## src/rtl/vote_session_ctrl_if.sv

```systemverilog
// rtl/vote_session_ctrl_if.sv - booth control/status bundle between officer panel and sequencer
interface vote_session_ctrl_if #(
  parameter int CNT_W = 8
);
  logic             mode;
  logic             authorize;
  logic [3:0]       button;
  logic             cand1_vote_valid;
  logic             cand2_vote_valid;
  logic             cand3_vote_valid;
  logic             cand4_vote_valid;
  logic             booth_ready;
  logic             booth_busy;
  logic [CNT_W-1:0] total_votes;
  logic [CNT_W-1:0] spoiled_cnt;

  modport master (
    output mode, authorize, button,
    input  cand1_vote_valid, cand2_vote_valid, cand3_vote_valid, cand4_vote_valid,
    input  booth_ready, booth_busy, total_votes, spoiled_cnt
  );

  modport slave (
    input  mode, authorize, button,
    output cand1_vote_valid, cand2_vote_valid, cand3_vote_valid, cand4_vote_valid,
    output booth_ready, booth_busy, total_votes, spoiled_cnt
  );
endinterface

```

## src/rtl/vote_session_ctrl.sv

```systemverilog
// rtl/vote_session_ctrl.sv - booth sequencer turning one authorized clean press into one vote pulse
module vote_session_ctrl #(
  parameter int HOLD_CYCLES    = 4,
  parameter int TIMEOUT_CYCLES = 1000,
  parameter int CNT_W          = 8
) (
  input  logic               clock,
  input  logic               reset,
  vote_session_ctrl_if.slave bus
);

  // One timer serves both the ARMED timeout and the HOLD lockout.
  localparam int TMAX = (TIMEOUT_CYCLES > HOLD_CYCLES) ? TIMEOUT_CYCLES : HOLD_CYCLES;
  localparam int TW   = $clog2(TMAX + 1);
  localparam logic [TW-1:0] TO_LAST   = TW'(TIMEOUT_CYCLES - 1);
  localparam logic [TW-1:0] HOLD_LAST = TW'(HOLD_CYCLES - 1);

  localparam logic [1:0] S_IDLE  = 2'd0;
  localparam logic [1:0] S_ARMED = 2'd1;
  localparam logic [1:0] S_CAST  = 2'd2;
  localparam logic [1:0] S_HOLD  = 2'd3;

  logic [1:0]       state_q, state_d;
  logic             auth_q;
  logic [3:0]       button_q;
  logic [TW-1:0]    timer_q, timer_d;
  logic [3:0]       vote_q, vote_d;
  logic [CNT_W-1:0] total_q, total_d;
  logic [CNT_W-1:0] spoiled_q, spoiled_d;

  logic       auth_rise;
  logic [3:0] press;
  logic       button_onehot;
  logic       cast_fire;

  assign auth_rise     = bus.authorize & ~auth_q;
  assign press         = bus.button & ~button_q;
  assign button_onehot = (bus.button != 4'b0000) && ((bus.button & (bus.button - 4'd1)) == 4'b0000);

  // Result mode in the CAST cycle silently swallows the pending vote.
  assign cast_fire = (state_q == S_CAST) && !bus.mode;

  assign bus.cand1_vote_valid = cast_fire & vote_q[0];
  assign bus.cand2_vote_valid = cast_fire & vote_q[1];
  assign bus.cand3_vote_valid = cast_fire & vote_q[2];
  assign bus.cand4_vote_valid = cast_fire & vote_q[3];
  assign bus.booth_ready      = (state_q == S_ARMED);
  assign bus.booth_busy       = (state_q == S_CAST) || (state_q == S_HOLD);
  assign bus.total_votes      = total_q;
  assign bus.spoiled_cnt      = spoiled_q;

  // Next-state, timer and counter decisions for the booth session.
  always_comb begin
    state_d   = state_q;
    timer_d   = timer_q;
    vote_d    = vote_q;
    total_d   = total_q;
    spoiled_d = spoiled_q;
    case (state_q)
      S_IDLE: begin
        if (auth_rise && !bus.mode && (bus.button == 4'b0000)) begin
          state_d = S_ARMED;
          timer_d = '0;
        end
      end
      S_ARMED: begin
        if (bus.mode) begin
          state_d = S_IDLE;
          timer_d = '0;
        end else if (press != 4'b0000) begin
          timer_d = '0;
          if (button_onehot) begin
            vote_d  = bus.button;
            state_d = S_CAST;
          end else begin
            if (spoiled_q != '1) spoiled_d = spoiled_q + CNT_W'(1);
            state_d = S_HOLD;
          end
        end else if (timer_q == TO_LAST) begin
          if (spoiled_q != '1) spoiled_d = spoiled_q + CNT_W'(1);
          state_d = S_IDLE;
          timer_d = '0;
        end else begin
          timer_d = timer_q + TW'(1);
        end
      end
      S_CAST: begin
        if (!bus.mode) total_d = total_q + CNT_W'(1);
        state_d = S_HOLD;
        timer_d = '0;
      end
      default: begin
        if (timer_q == HOLD_LAST) begin
          state_d = S_IDLE;
          timer_d = '0;
        end else begin
          timer_d = timer_q + TW'(1);
        end
      end
    endcase
  end

  // State, counters and edge-detect history; reset wipes any in-flight vote.
  always_ff @(posedge clock or posedge reset) begin
    if (reset) begin
      state_q   <= S_IDLE;
      auth_q    <= 1'b0;
      button_q  <= 4'b0000;
      timer_q   <= '0;
      vote_q    <= 4'b0000;
      total_q   <= '0;
      spoiled_q <= '0;
    end else begin
      state_q   <= state_d;
      auth_q    <= bus.authorize;
      button_q  <= bus.button;
      timer_q   <= timer_d;
      vote_q    <= vote_d;
      total_q   <= total_d;
      spoiled_q <= spoiled_d;
    end
  end

endmodule

```

## src/flat_wrapper.sv

```systemverilog
// flat-port wrapper written by rule: the top's interface ports become plain ports
module vote_session_ctrl_flat 
#(
  parameter int HOLD_CYCLES    = 4,
  parameter int TIMEOUT_CYCLES = 1000,
  parameter int CNT_W          = 8
)
  (clock, reset, bus_mode, bus_authorize, bus_button, bus_cand1_vote_valid, bus_cand2_vote_valid, bus_cand3_vote_valid, bus_cand4_vote_valid, bus_booth_ready, bus_booth_busy, bus_total_votes, bus_spoiled_cnt);
  vote_session_ctrl_if #(.CNT_W(CNT_W)) bus_i ();
  input  logic clock;
  input  logic reset;
  input wire logic [$bits(bus_i.mode)-1:0] bus_mode;
  input wire logic [$bits(bus_i.authorize)-1:0] bus_authorize;
  input wire logic [$bits(bus_i.button)-1:0] bus_button;
  output wire logic [$bits(bus_i.cand1_vote_valid)-1:0] bus_cand1_vote_valid;
  output wire logic [$bits(bus_i.cand2_vote_valid)-1:0] bus_cand2_vote_valid;
  output wire logic [$bits(bus_i.cand3_vote_valid)-1:0] bus_cand3_vote_valid;
  output wire logic [$bits(bus_i.cand4_vote_valid)-1:0] bus_cand4_vote_valid;
  output wire logic [$bits(bus_i.booth_ready)-1:0] bus_booth_ready;
  output wire logic [$bits(bus_i.booth_busy)-1:0] bus_booth_busy;
  output wire logic [$bits(bus_i.total_votes)-1:0] bus_total_votes;
  output wire logic [$bits(bus_i.spoiled_cnt)-1:0] bus_spoiled_cnt;
  assign bus_i.mode = bus_mode;
  assign bus_i.authorize = bus_authorize;
  assign bus_i.button = bus_button;
  assign bus_cand1_vote_valid = bus_i.cand1_vote_valid;
  assign bus_cand2_vote_valid = bus_i.cand2_vote_valid;
  assign bus_cand3_vote_valid = bus_i.cand3_vote_valid;
  assign bus_cand4_vote_valid = bus_i.cand4_vote_valid;
  assign bus_booth_ready = bus_i.booth_ready;
  assign bus_booth_busy = bus_i.booth_busy;
  assign bus_total_votes = bus_i.total_votes;
  assign bus_spoiled_cnt = bus_i.spoiled_cnt;
  vote_session_ctrl #(.HOLD_CYCLES(HOLD_CYCLES), .TIMEOUT_CYCLES(TIMEOUT_CYCLES), .CNT_W(CNT_W)) u_core (.clock(clock), .reset(reset), .bus(bus_i));
endmodule
```

## config.mk

```make
export PLATFORM = sky130hd
export DESIGN_NAME = vote_session_ctrl_flat
export DESIGN_NICKNAME = d
export VERILOG_FILES = /design/src/rtl/vote_session_ctrl_if.sv /design/src/rtl/vote_session_ctrl.sv /design/src/flat_wrapper.sv
export SDC_FILE = /design/constraint.sdc
export NUM_CORES = 1
export LEC_CHECK = 0
export CELL_PAD_IN_SITES_DETAIL_PLACEMENT = 1
export CELL_PAD_IN_SITES_GLOBAL_PLACEMENT = 2
export CORE_ASPECT_RATIO = 1.1
export CORE_MARGIN = 2
export CORE_UTILIZATION = 37
export DETAILED_ROUTE_END_ITERATION = 8
export PLACE_DENSITY = 0.87
export SKIP_CTS_REPAIR_TIMING = 1
export SKIP_LAST_GASP = 1
export SLEW_MARGIN = 25
export SYNTH_ARGS = -nofsm -noshare
export SYNTH_HDL_FRONTEND = slang
export SYNTH_SLANG_ARGS = --single-unit
export TNS_END_PERCENT = 30
```

## constraint.sdc

```tcl
create_clock -name clock -period 4.5 [get_ports clock]
set_input_delay 1.125 -clock clock [delete_from_list [all_inputs] [get_ports clock]]
set_output_delay 1.125 -clock clock [all_outputs]
set_load 0.005 [all_outputs]
```

==> metrics.yaml <==
outcome: "finished clean"
cts_root_buf: "clkbuf_8"
max_freq_mhz: 254.3
synth_top_family_by_area: "simple AND/OR/NAND/NOR gates"
synth.most_common_cell: "dfrtp_1"
irDropWorstVdd_mv: 0.2552
layout.nets: 224
grt_max_degree: 22
die_y_um: 79.05
ys_warn_count: 0
gp_congestion: 0.8277
synth_common_cells: "dfrtp_1 (37), nand2_1 (17), nor2_1 (12)"
yosysTopAreaCell: "dfrtp_1"
synth_area_per_cell_um2: 10.95
max_stage_delay_ns: 0.50
cts.htree.levels: 2
ys_ff_latch: 37
yosys.area_share.simple_pct: 22.06
drive_above_1_share_pct: 14.29
cp_cell_sequence: "clkdlybuf4s50_1 -> nor2b_1 -> and2_1 -> clkdlybuf4s50_1"
grt_usage_pct: 16.35
yosysUniqueCellTypes: 44
start_util_pct: 38.15
wl_per_cell_um: 15.78
crit_type: "in2out"
postLayoutCellArea_um2: 2366
synth_nets: 188
wirelength_um: 4230
drt_iter0_markers: 23
min-delay-start: "u_core.bus.total_votes[7]$_DFFE_PP0P_"
synth-xor-area-share_pct: 8.785
globalRouteOverflowTotal: 0
antenna_found_initial: 0
crit_start: "bus_mode"
r2r_slack_ns: 2.30
ios: 30
clockBufferDepth: 2
end_kind: "output port"
viasPerCell: 5.433
grt_use_met1_pct: 19.90
finalSetupViolCount: 0
tns_ns: 0
core_um2: 4966
r2r-start: "u_core.timer_q[0]$_DFFE_PP0P_"
drv_slew: 0
synth_compound_area_share_pct: 8.719
syn-cell-area_um2: 1894
synthMuxAreaShare_pct: 5.350
synth_edf_count: 0
vias: 1456
crit_buf_inv: 2
fillCellCount: 544
grt_pass1_vias: 1558
synth_flop_cell: "dfrtp_1"
grt_busiest_layer: "met2"
dpl.hpwl_um: 3193
ff2ff_path_depth: 6
async_flop_share_pct: 100.0
cts_tree: "yes"
skew_ns: 0.006012
maxCapViolCount: 0
slowest_stage: "nor2b_1"
period_needed_ns: 3.933
tightest_slew_ns: 0.7893
worstPathArrival_ns: 2.81
port_buffers: 29
syn_inst: 173
seq_area_frac_synth_pct: 48.88
p_per_area_nw_per_um2: 476.0
drt_first_pass_iters: 4
hp-class: "reg2reg"
cp_top_family: "buffers and inverters"
row_count: 27
grt_pass1_wl_um: 7286
path_clk_slew_ns: 0.07
die_w_um: 72.22
cts_sinks: 37
synth_area_leaders: "dfrtp_1 (49%), xor2_1 (5.1%), ha_1 (4.6%), xnor2_1 (3.7%), mux2_2 (3.6%)"
met3_usage_pct: 4.569
crit_top_cell: "clkdlybuf4s50_1"
cp-start-kind: "input port"
hold_viol_final: 0
cp_max_fo: 10
insertedDiodeCount: 0
drc: 0
critPathRequiredTime_ns: 3.38
area_growth_pct: 24.90
synth_fa_ha_area_share_pct: 4.624
gr-usage-met2_pct: 27.89
whs_path_depth: 1
hold_end: "u_core.bus.total_votes[7]$_DFFE_PP0P_"
synth.top_cell.area_share_pct: 48.88
post-route-util_pct: 47.64
place_area_um2: 2265
die_area_um2: 5709
r2r_end: "u_core.bus.spoiled_cnt[1]$_DFFE_PP0P_"
slew_headroom_pct: 46.81
grt_setup_unrepaired: "no"
post-route-period-util_pct: 87.40
antenna_left: 0
hold_slack_ns: 0.4937
clk_latency_ns: 0.29
cellLeakagePower_uw: 0.001070
cts_inserted_buffers: 5
-- cell usage in the layout, fill, tap and decap left out, drive strengths merged, types with 4 or more instances in the layout --
| cell | instances |
|---|---|
| dfrtp | 37 |
| clkdlybuf4s50 | 29 |
| nand2 | 17 |
| nor2 | 13 |
| xor2 | 11 |
| nand3 | 8 |
| xnor2 | 8 |
| ha | 7 |
| clkbuf | 7 |
| nor3 | 7 |
| inv | 6 |
| mux2 | 6 |
| nand4 | 4 |
| and2 | 4 |
| a22o | 4 |
-- state kept, by name, indices dropped and copies added, names as in the netlist --
signal and count:
u_core.button_q 4, u_core.vote_q 4, u_core.timer_q 10, u_core.auth_q 1
u_core.state_q 2, u_core.bus.total_votes 8, u_core.bus.spoiled_cnt 8
-- kinds of logic after synthesis --
kind of cell | after synthesis
AND/OR/NAND/NOR | 75
flip-flops | 37
XOR/XNOR | 19
AO/OA/AOI/OAI | 18
multiplexers | 9
buffers and inverters | 8
adder cells (fa/ha/maj) | 7
-- worst max path at each step --
stage                                 to  cells after the start
finish              bus_cand2_vote_valid                      4
global route        bus_cand2_vote_valid                      4
CTS                 bus_cand2_vote_valid                      4
detailed placement  bus_cand2_vote_valid                      4
global placement    bus_cand4_vote_valid                      4
floorplan           bus_cand1_vote_valid                      3
-- power breakdown --
part,leakage (µW),internal [µW],switching [µW]
clock network,0.0000542,138,116
registers,0.000487,398,67.3
logic,0.000528,209,198
-- area by class of cell --
class | instances | area (µm²) | share of cell area [%]
multi-input combinational | 128 | 938.4 | 39.66
sequential | 37 | 925.9 | 39.13
timing repair buffer | 31 | 305.3 | 12.90
clock buffer | 7 | 96.34 | 4.072
tap | 58 | 72.57 | 3.067
inverter | 6 | 22.52 | 0.9519
clock inverter | 1 | 5.005 | 0.2115
-- metal layers --
| metal | vias to the layer above | share of wire (%) |
|---|---|---|
| met3 | 7 | 3.5 |
| met4 | 0 | 1.5 |
| li1 | 687 | - |
| met1 | 740 | 45 |
| met2 | 22 | 50 |
| met5 | - | 0 |
-- worst reg2reg max path: cells and delay by family, from the launching register on --
kind	cells	cell delay, ns
adders and majority gates	1	0.24
muxes	2	0.53
DFF	1	0.39
and+or+nand+nor	3	0.94
-- per-stage QoR --
| step | std cells | total power (µW) | worst slack [ns] |
|---|---|---|---|
| after CTS | 268 | 1146 | 0.5399 |
| after global routing | 268 | 1214 | 0.4355 |
| after floorplan | 173 | 699.3 | 1.738 |
| after detailed placement | 260 | 885.2 | 0.5449 |
| final | 268 | 1126 | 0.5669 |
| after global placement | 260 | 863.6 | 0.6267 |
Note: power is estimated with default switching activity, not from simulation.
